$ cat config.mk
export PLATFORM = sky130hd
export DESIGN_NAME = linear_layer_start_fifo_srl
export DESIGN_NICKNAME = d
export VERILOG_FILES = /design/src/rtl/linear_layer_fifo_pkg.sv /design/src/rtl/linear_layer_start_fifo_srl_mem.sv /design/src/rtl/linear_layer_start_fifo_srl.sv
export SDC_FILE = /design/constraint.sdc
export NUM_CORES = 1
export LEC_CHECK = 0
export ABC_CLOCK_PERIOD_IN_PS = 2200
export BUFFER_PORTS_ARGS = -buffer_cell sky130_fd_sc_hd__buf_2
export CAP_MARGIN = 10
export CORE_MARGIN = 2
export CORE_UTILIZATION = 50
export CTS_CLUSTER_SIZE = 8
export DETAILED_ROUTE_END_ITERATION = 12
export HOLD_SLACK_MARGIN = 0.06
export PLACE_DENSITY = 0.76
export SLEW_MARGIN = 20
export SYNTH_ARGS = -nofsm -noshare
export SYNTH_HDL_FRONTEND = slang
export SYNTH_SLANG_ARGS = --single-unit
$ cat constraint.sdc
create_clock -name clk -period 2.2 [get_ports clk]
set_input_delay 0 -clock clk [delete_from_list [all_inputs] [get_ports clk]]
set_output_delay 0 -clock clk [all_outputs]
set_load 0.05 [all_outputs]
$ cat src/rtl/linear_layer_fifo_pkg.sv
// Shared constants and helpers for the Linear_Layer start-token FIFOs.
package linear_layer_fifo_pkg;

    localparam int unsigned DefaultAddrWidth = 3;
    localparam int unsigned DefaultCntWidth  = DefaultAddrWidth + 1;

    // Smallest read-address width able to index every entry of a FIFO of the given depth.
    function automatic int unsigned min_addr_width(input int unsigned depth);
        return (depth > 1) ? $clog2(depth) : 1;
    endfunction

    // Occupancy must represent 0..DEPTH inclusive, hence one bit wider than the address.
    function automatic int unsigned cnt_width(input int unsigned addr_width);
        return addr_width + 1;
    endfunction

endpackage

$ cat src/rtl/linear_layer_start_fifo_srl_mem.sv
// Addressable shift-register storage: a write shifts every entry up by one and lands at index 0.
module linear_layer_start_fifo_srl_mem
    import linear_layer_fifo_pkg::*;
#(
    parameter int unsigned DATA_WIDTH = 1,
    parameter int unsigned ADDR_WIDTH = DefaultAddrWidth,
    parameter int unsigned DEPTH      = 6
) (
    input  logic                  clk,
    input  logic                  we,
    input  logic [ADDR_WIDTH-1:0] addr,
    input  logic [DATA_WIDTH-1:0] din,
    output logic [DATA_WIDTH-1:0] dout
);

    logic [DATA_WIDTH-1:0] sr_q [DEPTH];

    // Contents are deliberately unreset; occupancy alone decides what is valid.
    always_ff @(posedge clk) begin
        if (we) begin
            sr_q[0] <= din;
            for (int i = 1; i < DEPTH; i++) begin
                sr_q[i] <= sr_q[i-1];
            end
        end
    end

    assign dout = sr_q[addr];

endmodule

$ cat src/rtl/linear_layer_start_fifo_srl.sv
// Start-token FIFO controller: occupancy, registered full/empty flags, read address and handshake.
module linear_layer_start_fifo_srl
    import linear_layer_fifo_pkg::*;
#(
    parameter int unsigned DATA_WIDTH = 1,
    parameter int unsigned ADDR_WIDTH = DefaultAddrWidth,
    parameter int unsigned DEPTH      = 6
) (
    input  logic                  clk,
    input  logic                  reset,
    output logic                  if_full_n,
    input  logic                  if_write_ce,
    input  logic                  if_write,
    input  logic [DATA_WIDTH-1:0] if_din,
    output logic                  if_empty_n,
    input  logic                  if_read_ce,
    input  logic                  if_read,
    output logic [DATA_WIDTH-1:0] if_dout,
    output logic [ADDR_WIDTH:0]   if_num_data_valid,
    output logic [ADDR_WIDTH:0]   if_fifo_cap
);

    localparam int unsigned    CntW     = cnt_width(ADDR_WIDTH);
    localparam logic [CntW-1:0] DepthCnt = CntW'(DEPTH);

    logic [CntW-1:0]       cnt_q, cnt_d, cnt_m1;
    logic                  full_n_q, empty_n_q;
    logic                  push, pop;
    logic [ADDR_WIDTH-1:0] addr;

    assign push = if_write & if_write_ce & full_n_q;
    assign pop  = if_read & if_read_ce & empty_n_q;

    always_comb begin
        cnt_d = cnt_q;
        unique case ({push, pop})
            2'b10:   cnt_d = cnt_q + 1'b1;
            2'b01:   cnt_d = cnt_q - 1'b1;
            default: cnt_d = cnt_q;
        endcase
    end

    // Oldest entry sits at cnt-1; a concurrent push shifts it to cnt, exposing the next-oldest.
    assign cnt_m1 = cnt_q - 1'b1;
    assign addr   = (cnt_q == '0) ? '0 : cnt_m1[ADDR_WIDTH-1:0];

    always_ff @(posedge clk) begin
        if (reset) begin
            cnt_q     <= '0;
            empty_n_q <= 1'b0;
            full_n_q  <= 1'b1;
        end else begin
            cnt_q     <= cnt_d;
            empty_n_q <= (cnt_d != '0);
            full_n_q  <= (cnt_d != DepthCnt);
        end
    end

    linear_layer_start_fifo_srl_mem #(
        .DATA_WIDTH (DATA_WIDTH),
        .ADDR_WIDTH (ADDR_WIDTH),
        .DEPTH      (DEPTH)
    ) u_mem (
        .clk  (clk),
        .we   (push),
        .addr (addr),
        .din  (if_din),
        .dout (if_dout)
    );

    assign if_full_n         = full_n_q;
    assign if_empty_n        = empty_n_q;
    assign if_num_data_valid = cnt_q;
    assign if_fifo_cap       = DepthCnt;

    cnt_overflow_a : assert property (@(posedge clk) disable iff (reset) cnt_q <= DepthCnt)
        else $error("occupancy above capacity");
    cnt_underflow_a : assert property (@(posedge clk) disable iff (reset) !(pop && cnt_q == '0))
        else $error("pop from empty FIFO");

endmodule

### After elaboration in Yosys (flattened, before gate mapping)

Memories as Yosys holds them, arrays and structs flattened.
Cells that the tools add are included.

| word-level totals | value |
|---|---|
| memories | 1 |
| memory bits (writable) | 6 |
| output and inout bits | 11 |
| flip-flop bits (word level) | 6 |
| word-level logic and storage cells | 19 |
| input bits | 7 |

Memories:

| name | words | width | rd ports | clocked after Yosys merged registers in | wr ports | line | RTL |
|---|---|---|---|---|---|---|---|
| u_mem.sr_q | 6 | 1 | 6 | 0 | 6 | linear_layer_start_fifo_srl_mem.sv:16 | `logic [DATA_WIDTH-1:0] sr_q [DEPTH];` |

| operators by class | value |
|---|---|
| bitwise gates (word level) | 4 |
| multiplexer cells | 4 |
| reductions and logical operators | 2 |
| equality and inequality tests | 3 |
| $add $sub $neg | 2 |

Operators with widths:

| kind | count |
|---|---|
| $pmux W4 S2 | 1 |
| $add A4 B1 Y4 const B | 1 |
| $and A1 B1 Y1 | 4 |
| $logic_not A4 Y1 | 1 |
| $ne A4 B3 Y1 const B | 1 |
| $reduce_bool A4 Y1 | 1 |
| $sub A4 B1 Y4 const B | 1 |
| $mux W3 | 1 |
| $eq A2 B1 Y1 const B | 1 |
| $eq A2 B2 Y1 const B | 1 |
| $mux W1 | 2 |

### Longest topological paths before layout

Gate-level depths: netlist of run 1.

| logic depth | value |
|---|---|
| word-level depth | 5 |
| mapped depth | 7 |
| depth with buffers taken out | 7 |

### Cells and area by module

A second synthesis of run 1 with hierarchy kept.

| second synthesis, totals | value |
|---|---|
| cells, all modules | 70 |
| area total of the unflattened synthesis | 696.9 µm² |

Modules (own cells, without submodules):

| module | sequential area each (µm²) | area an instance (µm²) | times used | cells each |
|---|---|---|---|---|
| linear_layer_start_fifo_srl | 120.1 | 465.4 | 1 | 58 |
| linear_layer_start_fifo_srl_mem | 180.2 | 231.5 | 1 | 12 |

### Least setup slack after synthesis of run 1

Ideal clock, no wire load.

| path | value |
|---|---|
| path type | reg-to-output |
| start point | register cnt_q[0], in the netlist if_num_data_valid[0] |
| end point | output if_dout |
| arrival time | 2394 ps |
| cell stages (with the launch flop) | 8 |
| setup slack | -194 ps |
| required time | 2200 ps |
| buffers on the path | 1 |
| cells stage by stage | dfxtp_1 -> buf_4 -> inv_1 -> ha_1 -> nor3b_1 -> nor3_1 -> a211oi_1 -> a21oi_1 |

| on the way | value |
|---|---|
| longest elaborated chain between the ends | 3 |
| elaborated cells between the ends (all ways) | 4 |
| those cells by class | add/sub (1); mux (1); reduce/logical (1); memory (1) |

Ends and longest elaborated chain:

| element | line | RTL |
|---|---|---|
| from (decl) | linear_layer_start_fifo_srl.sv:26 | `logic [CntW-1:0] cnt_q, cnt_d, cnt_m1;` |
| from (signal assigned) | linear_layer_start_fifo_srl.sv:53 | `cnt_q <= cnt_d;` |
| $sub A4 B1 Y4 or $logic_not A4 Y1 (tied branches) | linear_layer_start_fifo_srl.sv:44, linear_layer_start_fifo_srl.sv:45 |  |
| $mux W3 * | linear_layer_start_fifo_srl.sv:45 | `assign addr = (cnt_q == '0) ? '0 : cnt_m1[ADDR_WIDTH-1:0];` |
| $mem_v2 Z6 W1 * | -- |  |
| to (decl) | linear_layer_start_fifo_srl.sv:18 | `output logic [DATA_WIDTH-1:0] if_dout,` |

Every way passes the cells marked *; elsewhere a longest branch is shown, timed or not.

### Worst setup path in the final report of run 1

| path | value |
|---|---|
| start point | register cnt_q[1], in the netlist if_num_data_valid[1] |
| end point | output if_dout |

Same word-level chain as after synthesis.

==> impl_metrics.yaml, run 1 <==
outcome:
  status: "completed"
layout:
  post-route-cell-area_um2: 802
  diodes: 0
  layout-drive-gt1-share: 0.227
  fin_util: 0.616
  layout.nets: 100
  fillers: 113
  fin_cells: 103
  area_growth_syn_to_layout_pct: 15.3
power:
  vdd_ir_drop_max_uv: 310
  power_density_nw_per_um2: 584
  p_leak_nw: 0.329
  switching_power_uw: 135
  seqPwrFrac: 0.526
  p_comb_frac: 0.190
  swShare: 0.288
  p_int_uw: 334
  p_clk_frac: 0.284
place:
  dp_slack_ps: 414
  post-dp-hpwl_um: 936
  port_buffers: 13
  placed_area_um2: 756
  gp_congestion: 0.895
  dp_cells: 97
global_routing:
  grt_first_pass_wirelength_mm: 1.88
  use_met3: 0.0319
  antenna_found_initial: 0
  grt_usage: 0.175
  grt-ovfl-total: 0
  met1_usage: 0.232
  grtUsageMet2: 0.250
  grt.busiest_layer: "met2"
  grt_start_max_net_pins: 13
  first_global_vias: 466
yosys:
  ys.flop_type: "edfxtp_1"
  synth_top_area_share: 0.259
  syn_inst: 72
  yosysWarnings: 0
  synth.most_common_cell: "nand3_1"
  ys_ff_latch: 12
  avgSynthCellArea_um2: 9.66
  yosys-top-cells-area: "edfxtp_1 26%, dfxtp_1 17%, ha_1 7.2%, buf_4 5.4%, nand3_1 5.0%"
  async_flop_share: 0
  ys_seq_area_frac: 0.432
  synth_area_um2: 696
  yosysTopAreaCell: "edfxtp_1"
  synth_cell_types: 25
  synth_common_cells: "7 x nand3_1, 6 x dfxtp_1, 6 x edfxtp_1, 6 x inv_1"
  synth_edf_count: 6
floorplanning:
  dieArea_um2: 1710
  die_x_um: 41.3
  num_rows: 13
  die_y_um: 41.3
  ios: 18
  core_area_um2: 1300
  start_util: 0.535
setup_path:
  critPathArrivalTime_ps: 1890
  critPathMaxFanout: 8
  startpoint_type: "register"
  crit_required_ps: 2200
  end_kind: "primary output"
  crit_type: "reg2out"
  r2r_slack_ps: 390
sta:
  skew_ps: 1.51
  finalHoldViolCount: 0
  slew_violations: 0
  fin_crit_ps: 1890
  worst_slack_ps: 308
  finalCritPeriodShare: 0.860
  setup_viol: 0
  rsz0062_at_grt: "false"
  max_freq_ghz: 0.529
  fin_setup_tns_ps: 0
routing:
  postRouteAntennaNets: 0
  totalWireLength_mm: 1.26
  num_vias: 568
  routedWlPerCell_um: 12.3
  drtPass1Iterations: 4
  via_per_inst: 5.51
  drt_iter0_drc: 11
  drc_errors: 0
cts:
  clkSlewWorstSetupHoldPaths_ps: 70
  clock-sinks: 12
  h-tree-depth: 1
  tritoncts: "built"
  cts-root-buf: "clkbuf_4"
  numCtsBuffers: 3
  worstSkewPairLatency_ps: 270
  ctsLongestPathBuffers: 2
hold_path:
  hp-class: "in2reg"
run:
  max-cap-violations: 0
state kept, by name, indices dropped and copies added (netlist names):
name and cells:
u_mem.sr_q 6, if_num_data_valid 4, if_empty_n 1, if_full_n 1
worst paths after layout:
path / startpoint / to / cells after the start
setup / recovery: if_num_data_valid[1] / if_dout / 7
hold / removal: if_write_ce / u_mem.sr_q[1] / 3
setup reg to reg: if_full_n / if_empty_n / 6
hold reg to reg: u_mem.sr_q[4] / u_mem.sr_q[5] / 0
final cells by class:
cell class / instances / area [µm²] / share of cell area
multi-input cells: 50 / 342 / 0.426
clock inverters: 1 / 3.75 / 0.00468
repair buffers: 16 / 92.6 / 0.115
inverters: 6 / 22.5 / 0.0281
clock buffers: 3 / 22.5 / 0.0281
well taps: 15 / 18.8 / 0.0234
flip-flops and latches: 12 / 300 / 0.374
metrics by stage:
stage | hold WS (ps) | total power [mW]
floorplan | 72.4 | 0.325
global placement | 177 | 0.336
detailed placement | 179 | 0.337
CTS | 244 | 0.474
global route | 277 | 0.492
finish | 248 | 0.468
timing repair:
item,4_1_cts,5_1_grt
setup endpoints to repair,0,0
hold buffers,2,0
setup buffers,0,0
endpoints found under the hold margin,7,0
gates resized for setup,0,0
cells by family (layout without fill, tap and decap cells):
logic type | Yosys count | count (layout) | share of synthesized area
buffers and inverters | 12 | 26 | 0.0935
xor gates and xnor gates | 1 | 1 | 0.0126
muxes | 3 | 3 | 0.0432
other | 2 | 4 | 0.0108
adders and majority gates | 4 | 4 | 0.0719
AOI/OAI and AO/OA | 17 | 17 | 0.167
and+or+nand+nor | 21 | 21 | 0.169
DFF | 12 | 12 | 0.432
worst max-delay path, stage by stage (launching register included):
cell and delay, ps:
dfxtp_1 380, inv_1 100, ha_1 210, nor3b_1 300, o21bai_1 100, a211oi_1 280
a21oi_2 40, buf_2 220
cell usage in the layout (no fill, tap or decap), types with 2 or more instances in the layout:
master         count
conb_1             4
o31ai_1            2
a21oi_1            4
buf_2             13
ha_1               4
clkbuf_4           3
nand3_1            7
nor2b_1            2
inv_1              6
o21ai_0            4
dlygate4sd3_1      2
edfxtp_1           6
nor3_1             3
a41oi_1            2
mux2i_1            3
dfxtp_1            6
nor2_1             5
power by group through the flow:
stage / combinational [mW] / sequential, mW / clock [mW]
5_1_grt: 0.0965 / 0.247 / 0.148
4_1_cts: 0.0885 / 0.246 / 0.139
3_3_place_gp: 0.0850 / 0.251 / 0
3_5_place_dp: 0.0857 / 0.251 / 0
2_1_floorplan: 0.0648 / 0.260 / 0
6_report: 0.0889 / 0.246 / 0.133
routing by layer:
layer  up-vias  wire length, µm
li1        285                -
met1       248              610
met2        29              526
met3         6              102
met4         0               23
met5         -                0
Note: power is estimated with default switching activity, not from simulation.
==> run 2, diff against run 1 <==
- SYNTH_HIERARCHICAL: not set -> 1
==> run 2 against run 1 <==
  * Maximum frequency decreased by 7.1%
  * Combinational power increased by 2%
  * First-iteration DRC count decreased by 36%
  * Final cell count increased by 1.9%
  * Non-clock buffer count increased by 2
  * Largest cell class unchanged
  * Largest power group unchanged
==> impl_metrics.yaml, run 2 <==
setup_path:
  cp_num_buf_inv: 2
  end_kind: "primary output"
  crit_path_cell_trace: "inv_1 -> ha_2 -> a21oi_2 -> mux2_1 -> nor3b_2 -> a211oi_4 -> buf_4"
  crit_type: "reg2out"
  critPathArrivalTime_ps: 2040
  cp_slowest_stage_delay_ps: 400
  critPathMaxFanout: 10
  crit_required_ps: 2200
  startpoint_type: "register"
  cp.depth: 7
  ff2ff_path_depth: 7
  cp_slowest_cell: "dfxtp_4"
  critPathTopFamily: "flip-flops"
yosys:
  yosys-top-cells-area: "edfxtp_1 26%, dfxtp_1 17%, ha_1 9.0%, buf_4 4.3%, inv_1 4.3%"
  avgSynthCellArea_um2: 9.96
  yosysWarnings: 6
  async_flop_share: 0
  synth_top_area_share: 0.259
  synth_edf_count: 6
  synth_area_um2: 697
  ys.flop_type: "edfxtp_1"
  syn_inst: 70
  synth_common_cells: "8 x inv_1, 8 x nor2_1, 6 x dfxtp_1, 6 x edfxtp_1, 5 x ha_1"
  ys_ff_latch: 12
  yosysTopAreaCell: "edfxtp_1"
  synth_cell_types: 30
  ys_seq_area_frac: 0.431
hold_path:
  hp-class: "in2reg"
  holdPathStages: 3
layout:
  layout-drive-gt1-share: 0.333
  diodes: 0
  final_common_cell: "buf_2"
  largest_register_ff_count: 6
  top_register: "u_mem/sr_q"
  final_cell_mix: "12 x buf_2, 8 x inv_1, 8 x nor2_1"
  layout.nets: 103
  multi_input_area_um2: 369
  fillers: 114
  area_growth_syn_to_layout_pct: 23.3
  seq_area_um2: 305
place:
  port_buffers: 13
  post-dp-hpwl_um: 987
  dp_slack_ps: 161
  gp_congestion: 0.836
cts:
  clock-sinks: 12
  tritoncts: "built"
  cts-root-buf: "clkbuf_4"
  h-tree-depth: 1
  numCtsBuffers: 3
  worstSkewPairLatency_ps: 260
  ctsLongestPathBuffers: 2
  clkSlewWorstSetupHoldPaths_ps: 70
  post_cts_buffers: 0
sta:
  worst_slack_ps: 164
  fin_crit_ps: 2040
  max_freq_ghz: 0.491
  fin_setup_tns_ps: 0
  relSlewSlack: 0.651
  finalHoldViolCount: 0
  tightest_slew_ps: 516
  slew_violations: 0
  skew_ps: 1.56
  finalCritPeriodShare: 0.925
  setup_viol: 0
  rsz0062_at_grt: "false"
routing:
  drt_iter0_drc: 7
  postRouteAntennaNets: 0
  drtPass1Iterations: 4
  num_vias: 560
  drc_errors: 0
  via_per_inst: 5.33
  routedWlPerCell_um: 12.3
  totalWireLength_mm: 1.30
power:
  p_comb_frac: 0.195
  power_density_nw_per_um2: 540
  swShare: 0.273
  vdd_ir_drop_max_uv: 350
  seqPwrFrac: 0.529
  switching_power_uw: 126
  p_int_uw: 337
  p_clk_frac: 0.276
  p_leak_nw: 0.367
floorplanning:
  core_area_um2: 1300
  ios: 18
  dieArea_um2: 1710
  die_y_um: 41.3
  die_x_um: 41.3
  num_rows: 13
  start_util: 0.536
global_routing:
  grt_start_max_net_pins: 11
  grt_usage: 0.182
  grt_first_pass_wirelength_mm: 1.96
  first_global_vias: 483
  grt-ovfl-total: 0
  antenna_found_initial: 0
run:
  max-cap-violations: 0
outcome:
  status: "completed"
## run 2: cell count changes after synthesis, sizes merged, moves of 2 or more
| cell | before | now |
|---|---|---|
| a41oi | 2 | 0 |
| inv | 6 | 8 |
| a22oi | 0 | 2 |
| a21oi | 5 | 2 |
| nand3 | 7 | 3 |
| nor2 | 5 | 8 |
| buf | 6 | 4 |
| nor3 | 3 | 0 |
| mux2 | 0 | 2 |
## run 2: worst min-delay path, stage by stage
cell	delay (ps)
buf_2	90
nand3_1	110
inv_1	150
## run 2: through the flow
| stage | hold WS (ps) | power [mW] | util | instances | instance area (µm²) |
|---|---|---|---|---|---|
| floorplan | 64.2 | 0.320 | - | 72 | 719 |
| finish | 292 | 0.464 | 0.661 | 105 | 860 |
| global placement | 177 | 0.333 | 0.612 | 99 | 796 |
| global route | 340 | 0.488 | 0.661 | 105 | 860 |
| detailed placement | 178 | 0.335 | 0.612 | 99 | 796 |
| CTS | 289 | 0.466 | 0.654 | 105 | 851 |
## run 2: layout make-up
class,instances,area share
clock buffer,3,0.0262
timing repair buffer,18,0.128
multi-input combinational,48,0.429
clock inverter,1,0.00437
tap,15,0.0218
sequential,12,0.355
inverter,8,0.0349
## run 2: final timing paths
check | from | end | slack, ps
worst max-delay path | if_num_data_valid[0] | if_dout | 160
worst min-delay path | if_write | u_mem/sr_q[1] | 290
worst max register to register | if_full_n | if_empty_n | 400
worst min register to register | u_mem/sr_q[0] | u_mem/sr_q[1] | 450
## run 2: repair_timing
| action | in CTS | in global routing |
|---|---|---|
| pin swaps | 0 | 2 |
| hold buffers | 2 | 0 |
| gates resized for setup | 3 | 5 |
| hold endpoints to repair | 7 | 0 |
| endpoints found under the setup margin | 1 | 1 |
| cloned | 0 | 0 |
## run 2: power groups by stage
stage / sequential [mW] / clock (mW) / combinational, mW
finish: 0.245 / 0.128 / 0.0905
global route: 0.246 / 0.144 / 0.0978
CTS: 0.246 / 0.132 / 0.0880
detailed placement: 0.251 / 0 / 0.0843
global placement: 0.251 / 0 / 0.0822
floorplan: 0.257 / 0 / 0.0630
## run 2: metal layers
metal	vias up	global-route usage	routed length, µm
li1	285	-	-
met1	261	0.236	583
met2	12	0.273	647
met3	2	0.0532	52
met4	0	0.0968	12
met5	-	0	0
## run 2: cells by family (layout without fill, tap and decap cells)
logic type,after synthesis,count (layout),synth area share
adder cells (fa/ha/maj),5,5,0.0898
other,2,4,0.0108
flip-flops,12,12,0.431
AND/OR/NAND/NOR,20,20,0.160
AO/OA/AOI/OAI,15,15,0.162
buffers and inverters,12,30,0.0862
multiplexers,4,4,0.0610
==> run 3, diff against run 2 <==
- REMOVE_ABC_BUFFERS: not set -> 1
==> run 3 against run 2 <==
  * Clock power grew 5%
  * Sequential share of layout area grew 1.1 points
  * Count of clock-buffer cells in the layout is the same
  * Critical path depth is the same
==> impl_metrics.yaml, run 3 (synthesis gave the netlist of run 2 again) <==
setup_path:
  crit_required_ps: 2200
  cp_slowest_cell: "dfxtp_2"
  crit_type: "reg2out"
  critPathTopFamily: "flip-flops"
  cp_slowest_stage_delay_ps: 400
  critPathArrivalTime_ps: 2030
  crit_path_cell_trace: "inv_1 -> ha_1 -> a21oi_4 -> mux2_1 -> nor3b_1 -> a211oi_1 -> buf_2"
  cp_num_buf_inv: 2
  end_kind: "primary output"
  startpoint_type: "register"
  critPathMaxFanout: 8
sta:
  tightest_slew_ps: 484
  max_freq_ghz: 0.492
  relSlewSlack: 0.673
  rsz0062_at_grt: "false"
  skew_ps: 0.211
  fin_crit_ps: 2030
  worst_slack_ps: 169
  finalHoldViolCount: 0
  finalCritPeriodShare: 0.923
  slew_violations: 0
  fin_setup_tns_ps: 0
  setup_viol: 0
  hold_slack_ps: 277
layout:
  layout-drive-gt1-share: 0.273
  layout.nets: 101
  post-route-cell-area_um2: 825
  fin_cells: 103
  top_register: "u_mem/sr_q"
  area_growth_syn_to_layout_pct: 18.3
  diodes: 0
  fin_util: 0.634
  largest_register_ff_count: 6
  final_cell_mix: "13 x buf_2, 8 x inv_1, 8 x nor2_1"
  final_common_cell: "buf_2"
power:
  vdd_ir_drop_max_uv: 315
  power_density_nw_per_um2: 562
  p_leak_nw: 0.353
  finalPower_uw: 463
global_routing:
  grt_first_pass_wirelength_mm: 1.93
  grt_start_max_net_pins: 10
  grt_usage: 0.186
  grt-ovfl-total: 0
  first_global_vias: 456
  antenna_found_initial: 0
routing:
  num_vias: 563
  postRouteAntennaNets: 0
  drc_errors: 0
  routedWlPerCell_um: 12.3
  drt_iter0_drc: 15
  drtPass1Iterations: 3
  via_per_inst: 5.47
  totalWireLength_mm: 1.27
cts:
  ctsLongestPathBuffers: 2
  clkSlewWorstSetupHoldPaths_ps: 70
  h-tree-depth: 1
  tritoncts: "built"
  clock-sinks: 12
  cts-root-buf: "clkbuf_4"
  numCtsBuffers: 3
  worstSkewPairLatency_ps: 270
hold_path:
  hp-class: "in2reg"
floorplanning:
  core_area_um2: 1300
  dieArea_um2: 1710
  num_rows: 13
  die_y_um: 41.3
  start_util: 0.536
  ios: 18
  die_x_um: 41.3
place:
  gp_congestion: 0.732
  port_buffers: 13
  dp_cells: 97
  dp_slack_ps: 249
  placed_area_um2: 766
  post-dp-hpwl_um: 937
outcome:
  status: "completed"
run:
  max-cap-violations: 0
==> run 3: cell type report <==
class	count	area, µm²
timing repair buffer	16	92.6
clock inverter	1	3.75
clock buffer	3	22.5
fill	119	477
multi-input combinational	48	355
sequential	12	302
tap	15	18.8
inverter	8	30.0
==> run 3: where the power goes <==
group          internal (mW)  switching (mW)  total [mW]  leakage [nW]
logic                 0.0255          0.0582      0.0838         0.232
registers              0.241         0.00327       0.245         0.105
clock network         0.0657          0.0690       0.135        0.0154
total                  0.333           0.130       0.463         0.353
==> run 3: what timing repair did <==
| item | 4_1_cts | 5_1_grt |
|---|---|---|
| hold buffers | 2 | 0 |
| buffers inserted | 0 | 0 |
| setup endpoints to repair | 1 | 1 |
| gates resized for setup | 1 | 2 |
| hold endpoints to repair | 7 | 0 |
==> run 3: final timing paths <==
check                            start       endpoint  slack (ps)  depth (start not counted)
hold / removal                if_write  u_mem/sr_q[3]         280                          3
setup / recovery  if_num_data_valid[1]        if_dout         170                          7
setup reg to reg             if_full_n     if_empty_n         410                          7
hold reg to reg          u_mem/sr_q[3]  u_mem/sr_q[4]         460                          0
==> run 3: worst reg2reg max path, stage by stage, from the launching register on <==
cell      delay (ps)
dfxtp_1          320
nand3_1          110
inv_1            220
ha_1             350
nor2_1            80
o31ai_2          330
a221oi_2         130
a31oi_1          170
==> run 3: routing by layer <==
layer / vias up / part of all wire / track usage
met5: - / 0 / 0
met4: 0 / 0.023 / 0.121
met3: 4 / 0.039 / 0.0479
met2: 16 / 0.45 / 0.281
met1: 260 / 0.49 / 0.234
li1: 283 / - / -
